===== src/rtl/axi_lite_write_arbiter_if.sv =====
// Bus bundle for the AXI-lite write arbiter: requester side, master command port,
// B-channel snoop, completion reporting and the FSM state debug view.
interface axi_lite_write_arbiter_if #(
  parameter int NUM_REQ = 4,
  parameter int ADDR_WD = 8,
  parameter int DATA_WD = 8,
  parameter int ID_WD   = 2
);
  logic [NUM_REQ-1:0]         req_valid;
  logic [NUM_REQ*ADDR_WD-1:0] req_addr;
  logic [NUM_REQ*DATA_WD-1:0] req_data;
  logic [NUM_REQ-1:0]         req_ready;

  logic                       m_tvalid;
  logic [ADDR_WD-1:0]         m_taddr;
  logic [DATA_WD-1:0]         m_tdata;
  logic                       m_tready;

  logic                       mon_bvalid;
  logic                       mon_bready;
  logic [1:0]                 mon_bresp;

  logic                       done_valid;
  logic [ID_WD-1:0]           done_id;
  logic [1:0]                 done_resp;
  logic                       busy;
  logic [7:0]                 err_cnt;
  logic [1:0]                 state;

  // Arbiter side
  modport master (
    input  req_valid, req_addr, req_data, m_tready, mon_bvalid, mon_bready, mon_bresp,
    output req_ready, m_tvalid, m_taddr, m_tdata, done_valid, done_id, done_resp,
           busy, err_cnt, state
  );

  // Requesters / write master / observer side
  modport slave (
    output req_valid, req_addr, req_data, m_tready, mon_bvalid, mon_bready, mon_bresp,
    input  req_ready, m_tvalid, m_taddr, m_tdata, done_valid, done_id, done_resp,
           busy, err_cnt, state
  );
endinterface


===== src/rtl/axi_lite_write_arbiter.sv =====
// Round-robin arbiter sharing one AXI-lite write master command port between NUM_REQ
// requesters, one write in flight, with completion routed back from the B snoop.
module axi_lite_write_arbiter #(
  parameter int NUM_REQ = 4,
  parameter int ADDR_WD = 8,
  parameter int DATA_WD = 8,
  parameter int ID_WD   = 2
) (
  input  logic                      clk,
  input  logic                      rst,
  axi_lite_write_arbiter_if.master  bus
);

  // Handshakes: a transfer happens on a rising edge where valid && ready are both 1.
  // req_valid/req_ready: requester -> arbiter (ready only in IDLE, one-hot to the winner).
  // m_tvalid/m_tready: arbiter -> master; m_t* stay stable while m_tvalid && !m_tready.
  // mon_bvalid/mon_bready: passive snoop, only acted on in WAIT_B.
  localparam logic [1:0] S_IDLE   = 2'd0;
  localparam logic [1:0] S_ISSUE  = 2'd1;
  localparam logic [1:0] S_WAIT_B = 2'd2;

  logic [1:0]         r_state;
  logic [ID_WD-1:0]   r_last_grant;
  logic [ID_WD-1:0]   r_grant_id;
  logic               r_m_tvalid;
  logic [ADDR_WD-1:0] r_m_taddr;
  logic [DATA_WD-1:0] r_m_tdata;
  logic               r_done_valid;
  logic [ID_WD-1:0]   r_done_id;
  logic [1:0]         r_done_resp;
  logic [7:0]         r_err_cnt;

  logic               w_any;
  logic [ID_WD-1:0]   w_winner;
  logic               w_accept;
  logic [NUM_REQ-1:0] w_req_ready;
  logic [ADDR_WD-1:0] w_sel_addr;
  logic [DATA_WD-1:0] w_sel_data;
  logic               w_cmd_fire;
  logic               w_b_fire;

  // Scan starts just after the last winner and wraps, so the last winner is checked last.
  always_comb begin
    w_any    = 1'b0;
    w_winner = '0;
    for (int k = 1; k <= NUM_REQ; k++) begin
      if (!w_any && bus.req_valid[(int'(r_last_grant) + k) % NUM_REQ]) begin
        w_any    = 1'b1;
        w_winner = ID_WD'((int'(r_last_grant) + k) % NUM_REQ);
      end
    end
  end

  assign w_accept    = (r_state == S_IDLE) && w_any;
  assign w_req_ready = w_accept ? (NUM_REQ'(1) << w_winner) : '0;
  assign w_sel_addr  = bus.req_addr[int'(w_winner)*ADDR_WD +: ADDR_WD];
  assign w_sel_data  = bus.req_data[int'(w_winner)*DATA_WD +: DATA_WD];
  assign w_cmd_fire  = r_m_tvalid && bus.m_tready;
  assign w_b_fire    = bus.mon_bvalid && bus.mon_bready;

  always_ff @(posedge clk or posedge rst) begin
    if (rst) begin
      r_state      <= S_IDLE;
      r_last_grant <= ID_WD'(NUM_REQ - 1);
      r_grant_id   <= '0;
      r_m_tvalid   <= 1'b0;
      r_m_taddr    <= '0;
      r_m_tdata    <= '0;
      r_done_valid <= 1'b0;
      r_done_id    <= '0;
      r_done_resp  <= 2'b00;
      r_err_cnt    <= 8'd0;
    end else begin
      r_done_valid <= 1'b0;
      case (r_state)
        S_IDLE: begin
          if (w_accept) begin
            r_m_taddr    <= w_sel_addr;
            r_m_tdata    <= w_sel_data;
            r_grant_id   <= w_winner;
            r_last_grant <= w_winner;
            r_m_tvalid   <= 1'b1;
            r_state      <= S_ISSUE;
          end
        end
        S_ISSUE: begin
          if (w_cmd_fire) begin
            r_m_tvalid <= 1'b0;
            r_state    <= S_WAIT_B;
          end
        end
        S_WAIT_B: begin
          if (w_b_fire) begin
            r_done_valid <= 1'b1;
            r_done_id    <= r_grant_id;
            r_done_resp  <= bus.mon_bresp;
            if (bus.mon_bresp != 2'b00 && r_err_cnt != 8'hFF) begin
              r_err_cnt <= r_err_cnt + 8'd1;
            end
            r_state <= S_IDLE;
          end
        end
        default: r_state <= S_IDLE;
      endcase
    end
  end

  assign bus.req_ready  = w_req_ready;
  assign bus.m_tvalid   = r_m_tvalid;
  assign bus.m_taddr    = r_m_taddr;
  assign bus.m_tdata    = r_m_tdata;
  assign bus.done_valid = r_done_valid;
  assign bus.done_id    = r_done_id;
  assign bus.done_resp  = r_done_resp;
  assign bus.busy       = (r_state != S_IDLE);
  assign bus.err_cnt    = r_err_cnt;
  assign bus.state      = r_state;

endmodule


===== src/flat_wrapper.sv =====
// flat-port wrapper written by rule: the top's interface ports become plain ports
module axi_lite_write_arbiter_flat 
#(
  parameter int NUM_REQ = 4,
  parameter int ADDR_WD = 8,
  parameter int DATA_WD = 8,
  parameter int ID_WD   = 2
)
  (clk, rst, bus_req_valid, bus_req_addr, bus_req_data, bus_m_tready, bus_mon_bvalid, bus_mon_bready, bus_mon_bresp, bus_req_ready, bus_m_tvalid, bus_m_taddr, bus_m_tdata, bus_done_valid, bus_done_id, bus_done_resp, bus_busy, bus_err_cnt, bus_state);
  axi_lite_write_arbiter_if #(.NUM_REQ(NUM_REQ), .ADDR_WD(ADDR_WD), .DATA_WD(DATA_WD), .ID_WD(ID_WD)) bus_i ();
  input  logic clk;
  input  logic rst;
  input wire logic [$bits(bus_i.req_valid)-1:0] bus_req_valid;
  input wire logic [$bits(bus_i.req_addr)-1:0] bus_req_addr;
  input wire logic [$bits(bus_i.req_data)-1:0] bus_req_data;
  input wire logic [$bits(bus_i.m_tready)-1:0] bus_m_tready;
  input wire logic [$bits(bus_i.mon_bvalid)-1:0] bus_mon_bvalid;
  input wire logic [$bits(bus_i.mon_bready)-1:0] bus_mon_bready;
  input wire logic [$bits(bus_i.mon_bresp)-1:0] bus_mon_bresp;
  output wire logic [$bits(bus_i.req_ready)-1:0] bus_req_ready;
  output wire logic [$bits(bus_i.m_tvalid)-1:0] bus_m_tvalid;
  output wire logic [$bits(bus_i.m_taddr)-1:0] bus_m_taddr;
  output wire logic [$bits(bus_i.m_tdata)-1:0] bus_m_tdata;
  output wire logic [$bits(bus_i.done_valid)-1:0] bus_done_valid;
  output wire logic [$bits(bus_i.done_id)-1:0] bus_done_id;
  output wire logic [$bits(bus_i.done_resp)-1:0] bus_done_resp;
  output wire logic [$bits(bus_i.busy)-1:0] bus_busy;
  output wire logic [$bits(bus_i.err_cnt)-1:0] bus_err_cnt;
  output wire logic [$bits(bus_i.state)-1:0] bus_state;
  assign bus_i.req_valid = bus_req_valid;
  assign bus_i.req_addr = bus_req_addr;
  assign bus_i.req_data = bus_req_data;
  assign bus_i.m_tready = bus_m_tready;
  assign bus_i.mon_bvalid = bus_mon_bvalid;
  assign bus_i.mon_bready = bus_mon_bready;
  assign bus_i.mon_bresp = bus_mon_bresp;
  assign bus_req_ready = bus_i.req_ready;
  assign bus_m_tvalid = bus_i.m_tvalid;
  assign bus_m_taddr = bus_i.m_taddr;
  assign bus_m_tdata = bus_i.m_tdata;
  assign bus_done_valid = bus_i.done_valid;
  assign bus_done_id = bus_i.done_id;
  assign bus_done_resp = bus_i.done_resp;
  assign bus_busy = bus_i.busy;
  assign bus_err_cnt = bus_i.err_cnt;
  assign bus_state = bus_i.state;
  axi_lite_write_arbiter #(.NUM_REQ(NUM_REQ), .ADDR_WD(ADDR_WD), .DATA_WD(DATA_WD), .ID_WD(ID_WD)) u_core (.clk(clk), .rst(rst), .bus(bus_i));
endmodule

===== config.mk =====
export PLATFORM = sky130hd
export DESIGN_NAME = axi_lite_write_arbiter_flat
export DESIGN_NICKNAME = d
export VERILOG_FILES = /design/src/rtl/axi_lite_write_arbiter_if.sv /design/src/rtl/axi_lite_write_arbiter.sv /design/src/flat_wrapper.sv
export SDC_FILE = /design/constraint.sdc
export NUM_CORES = 1
export LEC_CHECK = 0
export BUFFER_PORTS_ARGS = -buffer_cell sky130_fd_sc_hd__buf_4
export CORE_MARGIN = 3
export CORE_UTILIZATION = 40
export DETAILED_ROUTE_END_ITERATION = 10
export PLACE_DENSITY = 0.84
export SLEW_MARGIN = 20
export SYNTH_ARGS = -nofsm -noshare
export SYNTH_HDL_FRONTEND = slang
export SYNTH_SLANG_ARGS = --single-unit

===== constraint.sdc =====
create_clock -name clk -period 4.8 [get_ports clk]
set_input_delay 0.24 -clock clk [delete_from_list [all_inputs] [get_ports clk]]
set_output_delay 0.24 -clock clk [all_outputs]
set_load 0.01 [all_outputs]

# Yosys cells after proc, flatten, opt, wreduce, memory -nomap -nowiden
# Index checks and enable logic that the tools add are counted.
dict set report word_totals {
  ff_bits 36
  inputBits 75
  output_inout_bits 37
  wordCells 85
}
dict set report classes {
  add_sub_neg 5
  magnitude_cmp 4
  n_eq_ne 6
  shift 3
  muxes 30
  bitwise_logic 4
  reduce_logical 23
}
# op n
set ops {}
lappend ops {{$shiftx A32 B6 Y8} 2}
lappend ops {{$lt A3 B4 Y1 const B} 4}
lappend ops {{$mux W1} 16}
lappend ops {{$mux W2} 7}
lappend ops {{$reduce_and A3 Y1} 3}
lappend ops {{$add A8 B1 Y8 const B} 1}
lappend ops {{$bmux W1 S2} 4}
lappend ops {{$ne A8 B8 Y1 const B} 1}
lappend ops {{$reduce_or A2 Y1} 4}
lappend ops {{$logic_and A1 B1 Y1} 7}
lappend ops {{$ne A2 B1 Y1 const B} 3}
lappend ops {{$pmux W2 S3} 1}
lappend ops {{$reduce_bool A2 Y1} 3}
lappend ops {{$add A2 B1 Y2 const B} 2}
lappend ops {{$add A2 B2 Y2 const B} 2}
lappend ops {{$and A1 B1 Y1 const A} 4}
lappend ops {{$mux W4} 1}
lappend ops {{$reduce_and A2 Y1} 2}
lappend ops {{$shl A1 B2 Y4 const A} 1}
lappend ops {{$logic_not A1 Y1} 3}
lappend ops {{$eq A2 B1 Y1 const B} 1}
lappend ops {{$eq A2 B2 Y1 const B} 1}
lappend ops {{$logic_not A2 Y1} 1}
lappend ops {{$pmux W1 S2} 1}

# Logic depth before layout (Yosys ltp)
# Gate-level depths: netlist of the first run.
dict set report depth {
  ltp_word 19
  mapped_depth 8
  ltp_nobuf 6
}

# Least setup slack after synthesis of the first run
# No wires, ideal clock.
dict set report synth_path {
  kind {register to register}
  startpoint {register u_core.r_err_cnt[0], in the netlist u_core.bus.err_cnt[0]}
  endpoint {register u_core.r_err_cnt[1], in the netlist u_core.bus.err_cnt[1]}
  setup_ps 125
  arrival_time_ps 1720
  t_required_ps 4675
  setup_slack_ps 2955
  stages_incl_launch_ff 5
  path_buffers 0
  period_less_slack_ps 1845
  cell_sequence {dfrtp_1 -> ha_1 -> and3_1 -> a311oi_4 -> mux2_2}
}
dict set report synth_between {
  elab_chain_cells 3
  elab_cells_between_ends 4
  classes_between {add/sub (1); eq/ne (1); reduce/logical (2)}
}
# element line
set synth_lines {}
lappend synth_lines {{start, declared} axi_lite_write_arbiter.sv:31} ;# logic [7:0] r_err_cnt;
lappend synth_lines {{start signal, assigned} axi_lite_write_arbiter.sv:98} ;# r_err_cnt <= r_err_cnt + 8'd1;
lappend synth_lines {{parallel branches: the longest is 3 deep, another holds $add A8 B1 Y8} -}
# Several ways; the timed one is not identified.
# A chain may end at the register's enable or synchronous reset.

# Final worst setup path of the first run
dict set report layout_path {
  startpoint {register u_core.r_last_grant[0]}
  endpoint {output bus_req_ready[2]}
}
dict set report layout_between {
  elab_chain_cells 16
  elab_cells_between_ends 33
  classes_between {add/sub (4); shift (1); mux (21); reduce/logical (7)}
}
# element line
set layout_lines {}
lappend layout_lines {{start, declared} axi_lite_write_arbiter.sv:23} ;# logic [ID_WD-1:0] r_last_grant;
lappend layout_lines {{start signal, assigned} axi_lite_write_arbiter.sv:64} ;# r_last_grant <= ID_WD'(NUM_REQ - 1);
lappend layout_lines {{start signal, assigned} axi_lite_write_arbiter.sv:81} ;# r_last_grant <= w_winner;
lappend layout_lines {{$add A2 B1 Y2} {axi_lite_write_arbiter.sv:47, axi_lite_write_arbiter.sv:49}}
lappend layout_lines {{$bmux W1 S2} axi_lite_write_arbiter.sv:47} ;# if (!w_any && bus.req_valid[(int'(r_last_grant) + k) % NUM_REQ]) begin
lappend layout_lines {{$mux W1 (not written as such) (2 in series)} axi_lite_write_arbiter.sv:47}
lappend layout_lines {{$mux W1} axi_lite_write_arbiter.sv:47}
lappend layout_lines {{$logic_not A1 Y1} axi_lite_write_arbiter.sv:47}
lappend layout_lines {{$logic_and A1 B1 Y1} axi_lite_write_arbiter.sv:47}
lappend layout_lines {{$mux W1} axi_lite_write_arbiter.sv:47}
lappend layout_lines {{$logic_not A1 Y1} axi_lite_write_arbiter.sv:47}
lappend layout_lines {{$logic_and A1 B1 Y1} axi_lite_write_arbiter.sv:47}
lappend layout_lines {{$mux W1} axi_lite_write_arbiter.sv:47}
lappend layout_lines {{$logic_not A1 Y1} axi_lite_write_arbiter.sv:47}
lappend layout_lines {{$logic_and A1 B1 Y1} axi_lite_write_arbiter.sv:47}
lappend layout_lines {{$mux W2 / $mux W1 (equally long branches)} axi_lite_write_arbiter.sv:47}
lappend layout_lines {{$shl A1 B2 Y4 / $logic_and A1 B1 Y1 (equally long branches)} {axi_lite_write_arbiter.sv:55, axi_lite_write_arbiter.sv:54}}
lappend layout_lines {{$mux W4 *} axi_lite_write_arbiter.sv:55} ;# assign w_req_ready = w_accept ? (NUM_REQ'(1) << w_winner) : '0;
lappend layout_lines {{end, declared} flat_wrapper.sv:20} ;# output wire logic [$bits(bus_i.req_ready)-1:0] bus_req_ready;
# Mark *: on every way between the ends. The rest lies on a longest branch, timed or not. The select of a mux whose other input is x is not followed.

==> results of run 1 <==
==> metrics by stage <==
step | utilization | cell area [µm²] | total power [mW] | setup slack [ps] | cells
2_1_floorplan | - | 2130 | 1.03 | 2950 | 224
3_3_place_gp | 0.607 | 3000 | 1.31 | 2410 | 393
3_5_place_dp | 0.607 | 3000 | 1.34 | 2340 | 393
4_1_cts | 0.632 | 3120 | 1.63 | 2040 | 401
5_1_grt | 0.635 | 3140 | 1.75 | 2240 | 402
6_report | 0.635 | 3140 | 1.63 | 2390 | 402
==> power groups by stage <==
stage / registers [mW] / clock network (mW) / logic [mW]
floorplan: 0.543 / 0 / 0.491
global placement: 0.527 / 0 / 0.784
detailed placement: 0.533 / 0 / 0.805
CTS: 0.529 / 0.296 / 0.807
global route: 0.550 / 0.309 / 0.890
finish: 0.530 / 0.291 / 0.812
==> registers in the layout (all words and copies together), names as in the netlist <==
name                   flops
u_core.bus.err_cnt         8
u_core.bus.m_taddr         8
u_core.bus.m_tdata         8
u_core.bus.done_id         2
u_core.bus.done_resp       2
u_core.bus.state           2
u_core.r_grant_id          2
u_core.r_last_grant        2
u_core.bus.done_valid      1
u_core.bus.m_tvalid        1
==> layout make-up <==
cell class	count	area [µm²]	share of cell area
clock buffer	7	96.3	0.0307
timing repair buffer	113	856	0.273
sequential	36	903	0.288
inverter	8	30.0	0.00957
tap	67	83.8	0.0267
clock inverter	1	30.0	0.00957
multi-input combinational	170	1140	0.363
==> layer usage <==
metal,track usage,routed length (µm),vias up
li1,-,-,1051
met1,0.245,2520,1032
met2,0.357,3330,90
met3,0.0522,466,10
met4,0.0704,111,0
met5,0,0,-
==> path summary, 6_finish.rpt <==
check,startpoint,end,slack [ps],cells after the start
worst max-delay path,u_core.r_last_grant[0],bus_req_ready[2],2390,5
worst min-delay path,rst,u_core.bus.err_cnt[3],70,3
worst max register to register,u_core.r_last_grant[0],u_core.bus.m_taddr[1],2630,6
worst min register to register,u_core.r_grant_id[0],u_core.bus.done_id[0],480,2
max in group asynchronous,rst,u_core.r_last_grant[0],4380,3
min in group clk,bus_mon_bresp[1],u_core.bus.done_resp[1],160,3
==> worst reg2reg max path, delay by kind of cell, from the launching register on <==
family	cells	cell delay, ps
simple gates	2	770
mux	1	210
buf+inv	1	240
compound gates	2	220
flops	1	620
==> placed cells by master (no fill, tap or decap), types with 2 or more instances in the layout <==
master,n
buf_4,112
dfrtp_1,34
nor2_1,26
nand2_1,24
o21ai_0,22
o22ai_1,17
a221oi_1,16
mux2i_1,16
inv_1,8
clkbuf_8,7
a21oi_1,6
xnor2_1,4
and3_1,3
xor2_1,3
nand2b_4,2
nand2b_1,2
nor3_1,2
nand4_1,2
o21ai_1,2
nor2_2,2
dfstp_2,2
==> cells by family after synthesis <==
| logic type | after synthesis | share of synthesized area |
|---|---|---|
| XOR/XNOR | 7 | 0.0287 |
| buffers and inverters | 18 | 0.0457 |
| AO/OA/AOI/OAI | 72 | 0.234 |
| flip-flops | 36 | 0.423 |
| AND/OR/NAND/NOR | 73 | 0.182 |
| multiplexers | 17 | 0.0803 |
| adder cells (fa/ha/maj) | 1 | 0.00586 |
==> impl_results.md, run 1 <==
* Status: completed
* PwrDens at 520 nW/µm²
* CTS Root Buffer Type: clkbuf_8
* Initial antenna violation count at 0
* Ant diodes at 0
* LEAKAGE at 1.55 nW
* Drt pass-1 iters at 5
* Final GP Congestion at 0.882
* Share of flip-flops with an asynchronous set or reset after synthesis at 1.00
* Clock power share at 0.178
* Overall routed net length at 6420 µm
* Max-cap violations at 0
* IO buf count at 111
* Slew HR at 0.521
* Crit-path slowest cell: dfstp_2
* Max Root-Sink Buffers at 2
* Worst-margin pin slew at 717 ps
* Fraction of layout cells with a size suffix above 1 at 0.412
* Final nets at 410
* Most frequent cell after synthesis: dfrtp_1
* # fillers at 446
* First-pass GRT wire length at 10200 µm
* Required time worst endpoint at 4560 ps
* Max Fanout on Critical Path at 11
* Syn Area/Cell at 9.53 µm²
* Num CTS Buffers at 5
* Final Max Slew Viols at 0
* Final Critical Period at 2410 ps
* Final HPWL DP at 4790 µm
* P_sw at 0.639 mW
* Die X-Extent at 79.1 µm
* Number of global-route vias before repair at 2157
* Bufs and invs on worst path at 1
* Most frequent cells after synthesis: 34 x dfrtp_1, 26 x nor2_1, 24 x nand2_1, 22 x o21ai_0, 17 x o22ai_1
* Fin crit share at 0.502
* Post-synth EDFFs at 0
* Clk sinks at 36
* Critical path cell sequence: nand2b_4 > a21oi_1 > nor3_4 > and3_1 > buf_4
* Post-CTS Repair Setup Buffers at 0
* # H-tree levels at 2
* Biggest area consumer among synthesized cells: dfrtp_1
* # DRC at 0
* Initial Utilization at 0.432
* CTS clk-pin slew, worst paths at 70 ps
* IO Count at 112
* Hold WS at 67.3 ps
* Critical path capture point type: output port
* Crit path DAT at 2170 ps
* Syn_nets at 300
* Seq cells post-synth at 36
* Global route overflow at 0
* Row count at 25
* Critical path class: flip-flop to output port
* Post_cts resized at 0
* CTS Hold Buffers Added at 0
* Top post-synthesis cells by area: dfrtp_1 40%, mux2i_1 7.5%, a221oi_1 6.6%, o21ai_0 5.2%, o22ai_1 5.0%
* Die area at 6250 µm²
* Skew-Pair Late Insertion Delay at 280 ps
* Drt first-iter violations at 153
* TNS Setup at 0 ps
* Mapped cell area at 2130 µm²
* Routed len/inst at 16.0 µm
* Internal at 0.994 mW
* Die Span Y at 79.1 µm
* Post-synth top area share at 0.399
* Sw frac at 0.391
* Comb pwr share at 0.497
* Post-synthesis sequential area ratio at 0.423
* CP top delay family: simple AND/OR/NAND/NOR gates
* Layout Skew at 5.98 ps
* Yosys warns at 0
* GRT Util Overall at 0.205
* TritonCTS clock tree: done
* Worst stage delay on the critical path at 620 ps
* Flop pwr share at 0.325
* Fmax at 415 MHz
* Top_reg_cell synth: dfrtp_1
* Mapped Cells at 224
* Syn-to-layout area delta at 47.1%
* Netlist cell types at 45
* Via count at 2183
* ANT nets after route at 0
* Largest net degree at the start of global routing at 38
* Area of the core at 4940 µm²
* HP Class: input pin to async pin
* # setup viols final at 0
* Startpoint Class: flip-flop
* RSZ-0062 raised after global routing: no
* Final Hold Viols at 0
* Via density at 5.43
* Maximum vdd drop at 0.237 mV
No activity file was read; power rests on OpenSTA's default activity.
==> inputs of run 2 (changes only) <==
==> constraint.sdc (replaced) <==
create_clock -name clk -period 2.3 [get_ports clk]
set_input_delay 0.115 -clock clk [delete_from_list [all_inputs] [get_ports clk]]
set_output_delay 0.115 -clock clk [all_outputs]
set_load 0.01 [all_outputs]
==> impl_results.md, run 2 (synthesized netlist as in run 1, its figures left out) <==
* Multi-input logic area at 1140 µm² (unchanged)
* Register area at 903 µm² (unchanged)
* Initial antenna violation count at 0 (unchanged)
* Pwr Total at 3.37 mW (+110%)
* First-pass GRT wire length at 10300 µm (+1.2%)
* Post_cts resized at 0 (unchanged)
* Final Hold Viols at 0 (unchanged)
* P_sw at 1.35 mW (+110%)
* Syn-to-layout area delta at 47.2% (about the same)
* RSZ-0062 raised after global routing: no
* # setup viols final at 0 (unchanged)
* IO buf count at 111 (unchanged)
* CTS Root Buffer Type: clkbuf_8
* Largest net degree at the start of global routing at 37 (-2.6%)
* Sw frac at 0.400 (+0.00903)
* Final Max Slew Viols at 0 (unchanged)
* Crit path DAT at 1990 ps (-180 ps)
* Required time worst endpoint at 2180 ps (-2380 ps)
* Initial Utilization at 0.432 (unchanged)
* Max-cap violations at 0 (unchanged)
* Fin crit share at 0.916
* Status: completed
* PwrDens at 1070 nW/µm² (+110%)
* Max Root-Sink Buffers at 2 (unchanged)
* # DRC at 0 (unchanged)
* TNS Setup at 0 ps (unchanged)
* Overall routed net length at 6440 µm (+0.26%)
* Internal at 2.02 mW (+100%)
* Area of the core at 4940 µm² (unchanged)
* Comb pwr share at 0.504 (+0.007)
* Die Span Y at 79.1 µm (unchanged)
* Global route overflow at 0 (unchanged)
* Number of global-route vias before repair at 2219 (+2.9%)
* Most common cell after layout, fill and taps aside: buf_4
* Worst-margin pin slew at 711 ps (-5.18 ps)
* Die area at 6250 µm² (unchanged)
* Critical path class: flip-flop to output port
* HP Class: input pin to flip-flop
* Fmax at 474 MHz
* Critical path capture point type: output port
* Drt first-iter violations at 212 (+39%)
* Layout Skew at 4.54 ps (-1.45 ps)
* IO Count at 112 (unchanged)
* CTS clk-pin slew, worst paths at 80 ps (about the same)
* Slew HR at 0.525 (+0.00344)
* Final HPWL DP at 4890 µm (+2.2%)
* Num CTS Buffers at 5 (unchanged)
* Final nets at 413 (+0.73%)
* GRT Util Overall at 0.209 (+0.00367)
* Row count at 25 (unchanged)
* Drt pass-1 iters at 5 (unchanged)
* LEAKAGE at 1.55 nW (about the same)
* Final GP Congestion at 0.828 (-6.2%)
* Routed len/inst at 15.9 µm (-0.48%)
* TritonCTS clock tree: done
* Clock power share at 0.167 (-0.011)
* # H-tree levels at 2 (unchanged)
* Startpoint Class: flip-flop
* Die X-Extent at 79.1 µm (unchanged)
* Maximum vdd drop at 0.524 mV (+120%)
* Max Fanout on Critical Path at 14 (+3)
* Most frequent cells in the layout: 115 x buf_4, 34 x dfrtp_1, 26 x nor2_1, 24 x nand2_1, 22 x o21ai_0
* Via density at 5.42 (-0.15%)
* Flop pwr share at 0.329 (+0.004)
* Ant diodes at 0 (unchanged)
* Skew-Pair Late Insertion Delay at 290 ps (about the same)
* Clk sinks at 36 (unchanged)
* Via count at 2196 (+0.60%)
* Fraction of layout cells with a size suffix above 1 at 0.414 (+0.00226)
* Final Critical Period at 2110 ps
* # fillers at 437 (-2.0%)
* ANT nets after route at 0 (unchanged)
## run 2: what timing repair did
item	in CTS	in global routing
endpoints found under the setup margin	0	0
hold buffers	1	0
endpoints found under the hold margin	34	0
setup buffers	0	0
## run 2: cell type report
type | instances | area share
tap | 67 | 0.0267
timing repair buffer | 116 | 0.278
sequential | 36 | 0.288
clock inverter | 3 | 0.0135
inverter | 8 | 0.00956
multi-input combinational | 170 | 0.363
clock buffer | 5 | 0.0219
## run 2: final timing paths
check	startpoint	end	slack [ps]	cells after the start
hold / removal	bus_mon_bresp[0]	u_core.bus.done_resp[0]	30	3
setup / recovery	u_core.r_last_grant[0]	bus_req_ready[2]	190	6
hold reg to reg	u_core.r_grant_id[0]	u_core.bus.done_id[0]	490	2
max in group asynchronous	rst	u_core.r_last_grant[1]	1450	4
setup reg to reg	u_core.bus.err_cnt[0]	u_core.bus.err_cnt[5]	330	6
min in group asynchronous	rst	u_core.bus.m_taddr[3]	490	4
## run 2: metrics by stage
stage	utilization	setup slack [ps]	hold WS, ps	instance area, µm²	std cells
finish	0.636	192	33.0	3140	405
floorplan	-	455	220	2130	224
global route	0.636	63.9	36.0	3140	405
global placement	0.611	464	249	3020	396
detailed placement	0.611	349	262	3020	396
CTS	0.636	193	21.2	3140	405
## run 2: critical path, cell delays in order (launching register included)
cell      delay (ps)
dfstp_2          610
nand2b_4         170
a21oi_1          110
nor3_4           200
buf_4            280
and3_1           200
buf_4            120
## run 2: routing by layer
| metal | track usage | routed length (µm) | vias to the layer above |
|---|---|---|---|
| met4 | 0.0756 | 112 | 0 |
| met2 | 0.367 | 3330 | 97 |
| met1 | 0.245 | 2500 | 1032 |
| met3 | 0.0510 | 492 | 10 |
| met5 | 0 | 0 | - |
| li1 | - | - | 1057 |
## run 2: power by group through the flow
stage               logic [mW]  clock network, mW  registers, mW
floorplan                 1.03                  0           1.13
global placement          1.68                  0           1.10
detailed placement        1.71                  0           1.12
CTS                       1.71              0.572           1.11
global route              1.87              0.598           1.15
finish                    1.70              0.562           1.11
==> inputs of run 3 (changes only) <==
--- a/config.mk
+++ b/config.mk
@@ -5,11 +5,13 @@
 export SDC_FILE = /design/constraint.sdc
 export NUM_CORES = 1
 export LEC_CHECK = 0
-export BUFFER_PORTS_ARGS = -buffer_cell sky130_fd_sc_hd__buf_4
 export CORE_MARGIN = 3
 export CORE_UTILIZATION = 40
 export DETAILED_ROUTE_END_ITERATION = 10
-export PLACE_DENSITY = 0.84
+export DONT_BUFFER_PORTS = 1
+export PLACE_DENSITY = 0.66
+export SETUP_SLACK_MARGIN = 0.05
+export SKIP_CTS_REPAIR_TIMING = 1
 export SLEW_MARGIN = 20
 export SYNTH_ARGS = -nofsm -noshare
 export SYNTH_HDL_FRONTEND = slang
==> impl_results.md, run 3 (synthesized netlist as in run 1, its figures left out) <==
* Worst-margin pin slew at 729 ps (+17.5 ps)
* Required time worst endpoint at 2180 ps (about the same)
* Finished Cell Area at 2440 µm² (-22%)
* Crit-path slowest cell: dfstp_2
* Die X-Extent at 79.1 µm (unchanged)
* Die area at 6250 µm² (unchanged)
* Final nets at 310 (-25%)
* Clk sinks at 36 (unchanged)
* CTS Root Buffer Type: clkbuf_8
* First-pass GRT wire length at 8780 µm (-15%)
* # H-tree levels at 2 (unchanged)
* Multi-input logic area at 1140 µm² (unchanged)
* Final setup margin at 262 ps (+69.8 ps)
* Global route overflow at 0 (unchanged)
* Hold WS at -15.6 ps (-48.6 ps)
* Via density at 5.78 (+6.7%)
* GRT Util Overall at 0.180 (-0.0290)
* Pwr Total at 3.24 mW (-3.8%)
* Final Critical Period at 2040 ps (-69.8 ps)
* Fmax at 491 MHz (+3.4%)
* Routed len/inst at 18.5 µm (+16%)
* Area of the core at 4940 µm² (unchanged)
* Max Fanout on Critical Path at 17 (+3)
* LEAKAGE at 1.08 nW (-30%)
* IO buf count at 0 (-100%)
* Max-cap violations at 0 (unchanged)
* Place WS at 291 ps (-58.1 ps)
* Max Root-Sink Buffers at 2 (unchanged)
* # setup viols final at 0 (unchanged)
* Number of global-route vias before repair at 1652 (-26%)
* Overall routed net length at 5580 µm (-13%)
* TritonCTS clock tree: done
* TNS Setup at 0 ps (unchanged)
* Critical path cell sequence: nand2b_4 > a21oi_1 > nor3_4 > buf_12 > and3_1
* Skew-Pair Late Insertion Delay at 290 ps (about the same)
* Final HPWL DP at 4200 µm (-14%)
* Layout Skew at 4.99 ps (+0.449 ps)
* Fraction of layout cells with a size suffix above 1 at 0.145 (-0.270)
* RSZ-0062 raised after global routing: no
* Maximum vdd drop at 0.602 mV (+15%)
* IO Count at 112 (unchanged)
* Critical path capture point type: output port
* Syn-to-layout area delta at 14.1%
* # DRC at 0 (unchanged)
* Slew HR at 0.512 (-0.0123)
* Worst stage delay on the critical path at 610 ps (about the same)
* Final GP Congestion at 0.797 (-3.8%)
* HP Class: input pin to flip-flop
* Final Max Slew Viols at 0 (unchanged)
* Critical path class: flip-flop to output port
* Most frequent cells in the layout: 34 x dfrtp_1, 26 x nor2_1, 24 x nand2_1, 22 x o21ai_0, 17 x o22ai_1
* Via count at 1747 (-20%)
* Area of placed instances at 2210 µm² (-27%)
* Most common cell after layout, fill and taps aside: dfrtp_1
* Largest net degree at the start of global routing at 24 (-35%)
* Drt first-iter violations at 110 (-48%)
* # fillers at 494 (+13%)
* ANT nets after route at 0 (unchanged)
* Startpoint Class: flip-flop
* Die Span Y at 79.1 µm (unchanged)
* Row count at 25 (unchanged)
* Crit path DAT at 1920 ps (-70 ps)
* CTS clk-pin slew, worst paths at 70 ps (about the same)
* Non-Filler Instances at 302 (-25%)
* Drt pass-1 iters at 4 (-1)
* Placed insts at 287 (-28%)
* Initial antenna violation count at 0 (unchanged)
* Ant diodes at 0 (unchanged)
* Num CTS Buffers at 5 (unchanged)
* Final Hold Viols at 1 (+1)
* Violated checks: negative hold slack
* Register area at 903 µm² (unchanged)
* Initial Utilization at 0.432 (unchanged)
* Status: complete, but fails checks
* Reg2reg setup slack at 310 ps (-20 ps)
* PwrDens at 1330 nW/µm² (+24%)
* Fin crit share at 0.886 (-0.0303)
==> run 3: changes by cell type in the layout (fill, tap and decap cells not counted) <==
cell           previous run  this run
clkinv_2                  1         0
bufinv_16                 1         3
clkinvlp_4                1         0
buf_4                   115         8
dlygate4sd3_1             1         4
buf_12                    0         1
==> run 3: cell type report <==
| type | instances | area share |
|---|---|---|
| clock buffers | 5 | 0.0282 |
| clock inverters | 3 | 0.0370 |
| inverters | 8 | 0.0123 |
| multi-input cells | 170 | 0.468 |
| flip-flops and latches | 36 | 0.371 |
| well taps | 67 | 0.0344 |
| repair buffers | 13 | 0.0493 |
==> run 3: critical path, delay by kind of cell (launching register included) <==
kind            cells  cell delay, ps
buf+inv             1             210
compound gates      1             110
simple gates        3             690
flops               1             610
==> run 3: per-layer routing <==
layer  up-vias  wire length (µm)  GRT usage
met1       828              2300      0.240
met3         5               412     0.0533
met5         -                 0          0
met2        64              2810      0.281
met4         0                51     0.0533
li1        850                 -          -
==> run 3: final timing paths <==
check	from	endpoint	cells past startpoint
max	u_core.r_last_grant[0]	bus_req_ready[2]	5
min	bus_m_tready	u_core.bus.state[1]	2
max reg2reg	u_core.bus.err_cnt[0]	u_core.bus.err_cnt[5]	6
min reg2reg	u_core.r_grant_id[0]	u_core.bus.done_id[0]	2
max in group asynchronous	rst	u_core.r_last_grant[1]	3
min in group asynchronous	rst	u_core.bus.err_cnt[3]	2
==> run 3: metrics by stage <==
stage | utilization | hold WS, ps
4_1_cts | 0.480 | -219
5_1_grt | 0.493 | 7.60
3_3_place_gp | 0.448 | 91.1
2_1_floorplan | - | 220
3_5_place_dp | 0.448 | 103
6_report | 0.493 | -15.6
==> run 3: report_power, final <==
part | leakage (nW) | internal, mW | total, mW | switching (mW)
clock | 0.0784 | 0.542 | 0.774 | 0.231
sequential | 0.427 | 0.878 | 1.21 | 0.331
combinational | 0.577 | 0.565 | 1.26 | 0.694
